<file path="src/rtl/gardner_pkg.sv">
// rtl/gardner_pkg.sv - shared constants, state type and timing helpers for the Gardner timing loop
package gardner_pkg;

    localparam int SPS_DEFAULT = 32;
    localparam int HALF_SPS    = SPS_DEFAULT / 2;
    localparam int LOST_LIMIT  = 2 * SPS_DEFAULT - 1;

    // Corrector NCO step for the nominal symbol rate: 2^32 / SPS_DEFAULT.
    localparam logic [31:0] INCREMENT_NOMINAL = 32'h0800_0000;

    typedef enum logic [2:0] {
        IDLE  = 3'b001,
        PRIME = 3'b010,
        TRACK = 3'b100
    } gardner_state_t;

    // Phase-counter value on the cycle before the mid-symbol sample is latched.
    function automatic int mid_index(input int sps);
        return sps / 2 - 1;
    endfunction

    // Phase-counter saturation value; reaching it means strobes have been lost.
    function automatic int lost_index(input int sps);
        return 2 * sps - 1;
    endfunction

endpackage

</file>
<file path="src/rtl/gardner_ted_if.sv">
// rtl/gardner_ted_if.sv - sample/symbol inputs and error outputs of the Gardner detector
// master: sample source + corrector side (drives I_32M, Q_32M, sym_strobe, I_1M, Q_1M)
// slave : gardner_ted (drives error_n, err_valid, locked_out)
interface gardner_ted_if #(
    parameter int WIDTH = 16
);
    logic signed [WIDTH-1:0] I_32M;
    logic signed [WIDTH-1:0] Q_32M;
    logic                    sym_strobe;
    logic signed [WIDTH-1:0] I_1M;
    logic signed [WIDTH-1:0] Q_1M;
    logic signed [WIDTH-1:0] error_n;
    logic                    err_valid;
    logic                    locked_out;

    modport master (
        output I_32M, Q_32M, sym_strobe, I_1M, Q_1M,
        input  error_n, err_valid, locked_out
    );

    modport slave (
        input  I_32M, Q_32M, sym_strobe, I_1M, Q_1M,
        output error_n, err_valid, locked_out
    );
endinterface

</file>
<file path="src/rtl/gardner_sat.sv">
// rtl/gardner_sat.sv - signed saturating narrower from IN_W to OUT_W bits
// din  in  IN_W   signed value
// dout out OUT_W  din clamped to [-2^(OUT_W-1), 2^(OUT_W-1)-1]
module gardner_sat #(
    parameter int IN_W  = 33,
    parameter int OUT_W = 16
) (
    input  logic signed [IN_W-1:0]  din,
    output logic signed [OUT_W-1:0] dout
);
    localparam int EXT = IN_W - OUT_W + 1;

    // The value fits when every bit from the target sign bit upward agrees.
    logic [EXT-1:0] top;
    assign top = din[IN_W-1:OUT_W-1];

    always_comb begin
        dout = din[OUT_W-1:0];
        if (!(&top) && (|top)) begin
            dout = din[IN_W-1] ? {1'b1, {(OUT_W-1){1'b0}}} : {1'b0, {(OUT_W-1){1'b1}}};
        end
    end
endmodule

</file>
<file path="src/rtl/gardner_ted.sv">
// rtl/gardner_ted.sv - Gardner timing error detector driving the corrector's negated error input
// Optional PI loop filter: define GARDNER_TED_LOOP_FILTER_EN.
// clk  in  32.768 MHz clock        rst  in  asynchronous active-high reset
// bus  slave: I_32M/Q_32M samples, sym_strobe, I_1M/Q_1M symbols in;
//             error_n (negated error, held), err_valid (1-cycle), locked_out (TRACK) out
module gardner_ted
    import gardner_pkg::*;
#(
    parameter int WIDTH    = 16,
    parameter int SPS      = SPS_DEFAULT,
    parameter int KI_SHIFT = 6
) (
    input  logic        clk,
    input  logic        rst,
    gardner_ted_if.slave bus
);
    localparam int CW = $clog2(2 * SPS);
    localparam int PW = 2 * WIDTH + 2;
    localparam int SW = 2 * WIDTH + 3;
    localparam logic [CW-1:0] MID_CNT  = CW'(mid_index(SPS));
    localparam logic [CW-1:0] LOST_CNT = CW'(lost_index(SPS));

    if (SPS < 4 || KI_SHIFT < 0 || KI_SHIFT >= WIDTH) begin : g_bad_params
        $error("gardner_ted: unsupported SPS or KI_SHIFT");
    end

    gardner_state_t state, state_next;
    logic do_compute, do_load;
    logic compute_d, load_d;

    logic [CW-1:0]           cnt;
    logic signed [WIDTH-1:0] mid_i, mid_q, prev_i, prev_q;
    logic                    mid_ok;

    logic signed [WIDTH:0]   d_i, d_q;
    logic signed [WIDTH-1:0] m_i, m_q;
    logic signed [PW-1:0]    di_x, dq_x, mi_x, mq_x, p_i, p_q;
    logic signed [SW-1:0]    sum, scaled;
    logic signed [WIDTH-1:0] e_s_c, e_s, x, err_c, error_q;
    logic signed [WIDTH:0]   neg_x;
    logic                    v1, v2, v3, valid_q;

    // Phase counter and mid-symbol capture. A strobe on the capture cycle wins.
    always_ff @(posedge clk or posedge rst) begin
        if (rst) begin
            cnt    <= '0;
            mid_i  <= '0;
            mid_q  <= '0;
            mid_ok <= 1'b0;
        end else if (bus.sym_strobe) begin
            cnt    <= '0;
            mid_ok <= 1'b0;
        end else begin
            if (cnt != LOST_CNT) cnt <= cnt + CW'(1);
            if (cnt == MID_CNT) begin
                mid_i  <= bus.I_32M;
                mid_q  <= bus.Q_32M;
                mid_ok <= 1'b1;
            end
        end
    end

    always_ff @(posedge clk or posedge rst) begin
        if (rst) state <= IDLE;
        else     state <= state_next;
    end

    // Decisions are taken on the strobe edge (mid_ok is cleared on that same edge);
    // the resulting action is applied one clk later when the symbol is valid.
    always_comb begin
        state_next = state;
        do_compute = 1'b0;
        do_load    = 1'b0;
        if (bus.sym_strobe) begin
            case (state)
                IDLE: begin
                    state_next = PRIME;
                    do_load    = 1'b1;
                end
                PRIME, TRACK: begin
                    if (mid_ok) begin
                        state_next = TRACK;
                        do_compute = 1'b1;
                    end else begin
                        state_next = PRIME;
                        do_load    = 1'b1;
                    end
                end
                default: state_next = IDLE;
            endcase
        end else if (cnt == LOST_CNT) begin
            state_next = IDLE;
        end
    end

    assign bus.locked_out = (state == TRACK);

    // Symbol capture + S1 (differences).
    always_ff @(posedge clk or posedge rst) begin
        if (rst) begin
            compute_d <= 1'b0;
            load_d    <= 1'b0;
            prev_i    <= '0;
            prev_q    <= '0;
            d_i       <= '0;
            d_q       <= '0;
            m_i       <= '0;
            m_q       <= '0;
            v1        <= 1'b0;
        end else begin
            compute_d <= do_compute;
            load_d    <= do_load;
            v1        <= compute_d;
            if (compute_d) begin
                d_i <= {prev_i[WIDTH-1], prev_i} - {bus.I_1M[WIDTH-1], bus.I_1M};
                d_q <= {prev_q[WIDTH-1], prev_q} - {bus.Q_1M[WIDTH-1], bus.Q_1M};
                m_i <= mid_i;
                m_q <= mid_q;
            end
            if (compute_d || load_d) begin
                prev_i <= bus.I_1M;
                prev_q <= bus.Q_1M;
            end
        end
    end

    // S2 products at full width, S3 sum / scale / saturate.
    assign di_x   = {{(PW-WIDTH-1){d_i[WIDTH]}}, d_i};
    assign dq_x   = {{(PW-WIDTH-1){d_q[WIDTH]}}, d_q};
    assign mi_x   = {{(PW-WIDTH){m_i[WIDTH-1]}}, m_i};
    assign mq_x   = {{(PW-WIDTH){m_q[WIDTH-1]}}, m_q};
    assign sum    = {p_i[PW-1], p_i} + {p_q[PW-1], p_q};
    assign scaled = sum >>> (WIDTH - 1);

    gardner_sat #(.IN_W(SW), .OUT_W(WIDTH)) u_sat_e (.din(scaled), .dout(e_s_c));

    always_ff @(posedge clk or posedge rst) begin
        if (rst) begin
            p_i <= '0;
            p_q <= '0;
            v2  <= 1'b0;
            e_s <= '0;
            v3  <= 1'b0;
        end else begin
            p_i <= di_x * mi_x;
            p_q <= dq_x * mq_x;
            v2  <= v1;
            v3  <= v2;
            if (v2) e_s <= e_s_c;
        end
    end

`ifdef GARDNER_TED_LOOP_FILTER_EN
    logic signed [WIDTH+1:0] acc, acc_next;
    logic signed [WIDTH-1:0] e_ki;
    logic signed [WIDTH+2:0] acc_sum, x_sum;

    assign e_ki    = e_s >>> KI_SHIFT;
    assign acc_sum = {acc[WIDTH+1], acc} + {{3{e_ki[WIDTH-1]}}, e_ki};
    assign x_sum   = {{3{e_s[WIDTH-1]}}, e_s} + {acc[WIDTH+1], acc};

    gardner_sat #(.IN_W(WIDTH+3), .OUT_W(WIDTH+2)) u_sat_acc (.din(acc_sum), .dout(acc_next));
    gardner_sat #(.IN_W(WIDTH+3), .OUT_W(WIDTH))   u_sat_x   (.din(x_sum),   .dout(x));

    always_ff @(posedge clk or posedge rst) begin
        if (rst)                                     acc <= '0;
        else if (state_next == IDLE && state != IDLE) acc <= '0;
        else if (v3)                                  acc <= acc_next;
    end
`else
    assign x = e_s;
`endif

    // S4: negate with saturation so -(-2^(WIDTH-1)) clamps to the positive limit.
    assign neg_x = -{x[WIDTH-1], x};

    gardner_sat #(.IN_W(WIDTH+1), .OUT_W(WIDTH)) u_sat_neg (.din(neg_x), .dout(err_c));

    always_ff @(posedge clk or posedge rst) begin
        if (rst) begin
            error_q <= '0;
            valid_q <= 1'b0;
        end else begin
            valid_q <= v3;
            if (v3) error_q <= err_c;
        end
    end

    assign bus.error_n   = error_q;
    assign bus.err_valid = valid_q;

endmodule
</file>
<file path="src/flat_wrapper.sv">
// flat-port wrapper written by rule: the top's interface ports become plain ports
module gardner_ted_flat import gardner_pkg::*;
#(
    parameter int WIDTH    = 16,
    parameter int SPS      = SPS_DEFAULT,
    parameter int KI_SHIFT = 6
)
  (clk, rst, bus_I_32M, bus_Q_32M, bus_sym_strobe, bus_I_1M, bus_Q_1M, bus_error_n, bus_err_valid, bus_locked_out);
  gardner_ted_if #(.WIDTH(WIDTH)) bus_i ();
  input  logic clk;
  input  logic rst;
  input wire logic [$bits(bus_i.I_32M)-1:0] bus_I_32M;
  input wire logic [$bits(bus_i.Q_32M)-1:0] bus_Q_32M;
  input wire logic [$bits(bus_i.sym_strobe)-1:0] bus_sym_strobe;
  input wire logic [$bits(bus_i.I_1M)-1:0] bus_I_1M;
  input wire logic [$bits(bus_i.Q_1M)-1:0] bus_Q_1M;
  output wire logic [$bits(bus_i.error_n)-1:0] bus_error_n;
  output wire logic [$bits(bus_i.err_valid)-1:0] bus_err_valid;
  output wire logic [$bits(bus_i.locked_out)-1:0] bus_locked_out;
  assign bus_i.I_32M = bus_I_32M;
  assign bus_i.Q_32M = bus_Q_32M;
  assign bus_i.sym_strobe = bus_sym_strobe;
  assign bus_i.I_1M = bus_I_1M;
  assign bus_i.Q_1M = bus_Q_1M;
  assign bus_error_n = bus_i.error_n;
  assign bus_err_valid = bus_i.err_valid;
  assign bus_locked_out = bus_i.locked_out;
  gardner_ted #(.WIDTH(WIDTH), .SPS(SPS), .KI_SHIFT(KI_SHIFT)) u_core (.clk(clk), .rst(rst), .bus(bus_i));
endmodule
</file>
<file path="config.mk">
export PLATFORM = sky130hd
export DESIGN_NAME = gardner_ted_flat
export DESIGN_NICKNAME = d
export VERILOG_FILES = /design/src/rtl/gardner_pkg.sv /design/src/rtl/gardner_ted_if.sv /design/src/rtl/gardner_sat.sv /design/src/rtl/gardner_ted.sv /design/src/flat_wrapper.sv
export SDC_FILE = /design/constraint.sdc
export NUM_CORES = 2
export LEC_CHECK = 0
export CORE_UTILIZATION = 60
export CTS_CLUSTER_SIZE = 16
export DETAILED_ROUTE_END_ITERATION = 16
export PLACE_DENSITY = 0.78
export SLEW_MARGIN = 40
export SYNTH_ARGS = -nofsm -noshare
export SYNTH_HDL_FRONTEND = slang
export SYNTH_SLANG_ARGS = --single-unit
export TNS_END_PERCENT = 10
</file>
<file path="constraint.sdc">
create_clock -name clk -period 11.77 [get_ports clk]
set_clock_uncertainty 0.1 [all_clocks]
set_input_delay 2.354 -clock clk [delete_from_list [all_inputs] [get_ports clk]]
set_output_delay 2.354 -clock clk [all_outputs]
set_load 0.03 [all_outputs]
</file>
==> impl_metrics.env <==
export IMPL_outcome="finished, final reports clean"
export IMPL_synth_edf_count=0
export IMPL_path_clk_slew_ns=0.08
export IMPL_post_cts_buffers=0
export IMPL_syn_area_um2=31930
export IMPL_grt_ovfl_total=0
export IMPL_avgViaCountPerCell=5.660
export IMPL_ios=85
export IMPL_grt_total_usage_pct=29.53
export IMPL_clk_latency_ns=0.59
export IMPL_final_setup_viol_count=0
export IMPL_worstSetupPathType="register to register"
export IMPL_grt_pass1_wl_mm=125.9
export IMPL_reg2regPathDepth=18
export IMPL_die_h_um=232.7
export IMPL_area_delta_synth_final_pct=7.250
export IMPL_dieWidth_um=232.7
export IMPL_cts_resized_gates=0
export IMPL_pwr_share_seq_pct=36.9
export IMPL_hp_class="register to register"
export IMPL_drt_iter0_markers=1371
export IMPL_crit_arrival_ns=7.10
export IMPL_wl_per_cell_um=18.80
export IMPL_met2_usage_pct=49.65
export IMPL_synth_xor_area_share_pct=3.069
export IMPL_holdBufCountCts=0
export IMPL_finalCritPeriodShare_pct=57.46
export IMPL_leakage_nw=17.83
export IMPL_finalPower_w=0.002840
export IMPL_min_period_ns=6.763
export IMPL_met3_usage_pct=4.718
export IMPL_hold_path_cell_count=0
export IMPL_postRouteAntennaNets=0
export IMPL_drc=0
export IMPL_timing_critical_path_from_type="register"
export IMPL_cts_root_buf="clkbuf_16"
export IMPL_hpwlAfterDp_mm=60.31
export IMPL_synth_simple_area_share_pct=13.71
export IMPL_p_clk_share_pct=31.4
export IMPL_netSwitchingFraction_pct=35.09
export IMPL_hold_slack_ns=0.3121
export IMPL_max_slew_margin_rel_pct=41.84
export IMPL_fin_nets=4171
export IMPL_cap_viol_max_count=0
export IMPL_io_buffers=84
export IMPL_dp_slack_ns=5.118
export IMPL_syn_area_per_cell_um2=9.660
export IMPL_postSynthNetCount=4160
export IMPL_synthArstFlopShare_pct=100.0
export IMPL_top_usage_layer="met2"
export IMPL_core_um2=52550
export IMPL_fmax_mhz=147.9
export IMPL_dp_cells=3974
export IMPL_required_ns=12.10
export IMPL_rows=84
export IMPL_final_cells=4023
export IMPL_path_max_fanout=18
export IMPL_setup_tns_ns=0
export IMPL_routed_wl_mm=75.63
export IMPL_intPower_w=0.001843
export IMPL_ys_seq_area_share_pct=19.13
export IMPL_syn_inst=3305
export IMPL_clk_path_buf_depth=3
export IMPL_cts_buffers=27
export IMPL_start_util_pct=60.75
export IMPL_hold_viol_final=0
export IMPL_drv_slew=0
export IMPL_muxShareOfSynthArea_pct=2.818
export IMPL_ys_ff_latch=244
export IMPL_synth_warnings=0
export IMPL_rsz0062_at_grt="no"
export IMPL_fin_ws_ns=5.007
export IMPL_power_density_nw_per_um2=82.94
export IMPL_vias=22770
export IMPL_grt_pass1_vias=24940
export IMPL_antenna_found_initial=0
export IMPL_synth_top_family_by_area="adder cells"
export IMPL_worstMarginPinSlew_ns=0.8724
export IMPL_cts_sinks=244
export IMPL_routabilityCongestion=0.9236
export IMPL_ir_worst_vdd_uv=179.8
export IMPL_grt_max_degree=114
export IMPL_p_sw_w=0.0009966
export IMPL_pwr_share_comb_pct=31.7
export IMPL_synth_main_ff_cell="dfrtp_1"
export IMPL_yosys_cell_types_count=76
export IMPL_synth_adder_area_share_pct=43.91
export IMPL_met1_usage_pct=39.66
export IMPL_cts_tree="yes"
export IMPL_critPathCaptureType="register"
export IMPL_first_pass_iters=5
export IMPL_htree_levels=1
export IMPL_layout_drive_gt1_share_pct=5.099
export IMPL_synth_compound_area_share_pct=7.975
export IMPL_dieArea_um2=54140
## area by class of cell
type | count | area (um2)
multi-input combinational | 2269 | 22830
fill | 4183 | 18310
sequential | 244 | 6110
inverter | 681 | 2569
timing repair buffer | 93 | 948.4
tap | 688 | 860.8
clock buffer | 37 | 793.3
clock inverter | 10 | 128.9
antenna | 1 | 2.502
## registers in the layout, indices dropped and copies added (netlist names), 3 cells and up
register / count
u_core.p_i: 33
u_core.p_q: 33
u_core.d_i: 17
u_core.d_q: 17
u_core.bus.error_n: 16
u_core.e_s: 16
u_core.m_i: 16
u_core.m_q: 16
u_core.mid_i: 16
u_core.mid_q: 16
u_core.prev_i: 16
u_core.prev_q: 16
u_core.cnt: 6
u_core.state: 3
## cell families (layout without fill, tap and decap cells)
| kind of cell | after synthesis | after routing |
|---|---|---|
| other | 0 | 1 |
| AO/OA/AOI/OAI | 392 | 392 |
| flip-flops | 244 | 244 |
| buffers and inverters | 792 | 821 |
| adder cells (fa/ha/maj) | 788 | 788 |
| XOR/XNOR | 111 | 111 |
| AND/OR/NAND/NOR | 898 | 898 |
| multiplexers | 80 | 80 |
## Yosys cell counts (4+ instances only)
master | number | area, um2
buf_1 | 6 | 22.52
or4_1 | 5 | 37.54
a21oi_2 | 8 | 70.07
and2_1 | 251 | 1570
a311oi_1 | 5 | 43.79
nand3_1 | 28 | 140.1
nand2_1 | 362 | 1359
fa_1 | 554 | 11090
a211o_1 | 4 | 35.03
o21ai_0 | 90 | 450.4
nor3_1 | 26 | 130.1
o22ai_1 | 5 | 31.28
o21bai_1 | 10 | 75.07
o21a_1 | 10 | 75.07
nand2b_1 | 31 | 193.9
inv_1 | 680 | 2552
xor2_1 | 29 | 254.0
a21o_1 | 53 | 397.9
nor2_1 | 125 | 469.2
nor3b_1 | 4 | 30.03
a211oi_1 | 17 | 127.6
o31ai_1 | 14 | 105.1
ha_1 | 234 | 2928
o211ai_1 | 4 | 30.03
nor2b_1 | 11 | 68.82
dfrtp_1 | 243 | 6081
a21oi_1 | 98 | 490.5
o311ai_0 | 6 | 52.55
nor4_1 | 4 | 25.02
a31oi_1 | 25 | 156.4
xnor2_1 | 81 | 709.4
a21boi_0 | 5 | 37.54
and3_1 | 16 | 100.1
nand4_1 | 9 | 56.30
or3_1 | 11 | 68.82
a41oi_1 | 4 | 35.03
clkbuf_1 | 101 | 379.1
mux2_2 | 79 | 889.6
## power by group through the flow
stage	clock (W)	combinational (W)	sequential (W)
after global placement	0	0.000845	0.00105
after CTS	0.000910	0.000895	0.00104
after detailed placement	0	0.000884	0.00106
final	0.000892	0.000900	0.00105
after floorplan	0	0.000673	0.00101
after global routing	0.000942	0.00101	0.00106
## metrics by stage
step / instance area (um2) / util (%)
after global placement: 33250 / 63.28
after CTS: 34210 / 65.10
after detailed placement: 33290 / 63.35
after floorplan: 31930 / -
after global routing: 34240 / 65.15
final: 34240 / 65.16
## per-layer routing
metal / vias to the layer above / share of wire, % / routed length, um
li1: 10220 / - / -
met1: 11570 / 42 / 31710
met2: 818 / 48 / 36550
met3: 162 / 7.1 / 5336
met4: 0 / 2.7 / 2032
met5: - / 0 / 0
## worst paths after layout
path / startpoint / endpoint / slack (ns)
worst min-delay path: u_core.v1 / u_core.v2 / 0.31
worst min register to register: u_core.v1 / u_core.v2 / 0.31
min in group asynchronous: rst / u_core.prev_q[11] / 2.16
worst max register to register: u_core.m_q[1] / u_core.p_q[31] / 5.01
worst max-delay path: u_core.m_q[1] / u_core.p_q[31] / 5.01
max in group asynchronous: rst / u_core.e_s[7] / 8.20
## critical path, stage by stage, from the launching register on
cell	delay, ns
dfrtp_1	0.84
nand2_1	0.20
inv_1	0.18
fa_1	0.57
fa_1	0.58
fa_1	0.45
fa_1	0.59
fa_1	0.44
fa_1	0.44
ha_1	0.34
and4_1	0.25
nand2b_1	0.16
nor2_1	0.07
a31o_2	0.28
o211ai_1	0.26
a31oi_1	0.18
o31ai_1	0.37
nand3_1	0.16
o311ai_0	0.15
## placed cells by master, fill, tap and decap left out, types with 6 or more instances in the layout
master | synthesis | routed
a211oi_1 | 17 | 17
a21o_1 | 53 | 53
a21oi_1 | 98 | 98
a21oi_2 | 8 | 8
a31oi_1 | 25 | 25
and2_1 | 251 | 251
and3_1 | 16 | 16
clkbuf_16 | 0 | 27
clkbuf_8 | 0 | 8
clkdlybuf4s50_1 | 0 | 84
clkinv_2 | 0 | 6
dfrtp_1 | 243 | 241
fa_1 | 554 | 554
ha_1 | 234 | 234
inv_1 | 680 | 679
mux2_2 | 79 | 79
nand2_1 | 362 | 362
nand2b_1 | 31 | 31
nand3_1 | 28 | 28
nand4_1 | 9 | 9
nor2_1 | 125 | 124
nor2b_1 | 11 | 11
nor3_1 | 26 | 26
o21a_1 | 10 | 10
o21ai_0 | 90 | 90
o21bai_1 | 10 | 10
o311ai_0 | 6 | 6
o31ai_1 | 14 | 14
or3_1 | 11 | 11
xnor2_1 | 81 | 81
xor2_1 | 29 | 29
Power figures use the tool's default switching activity.
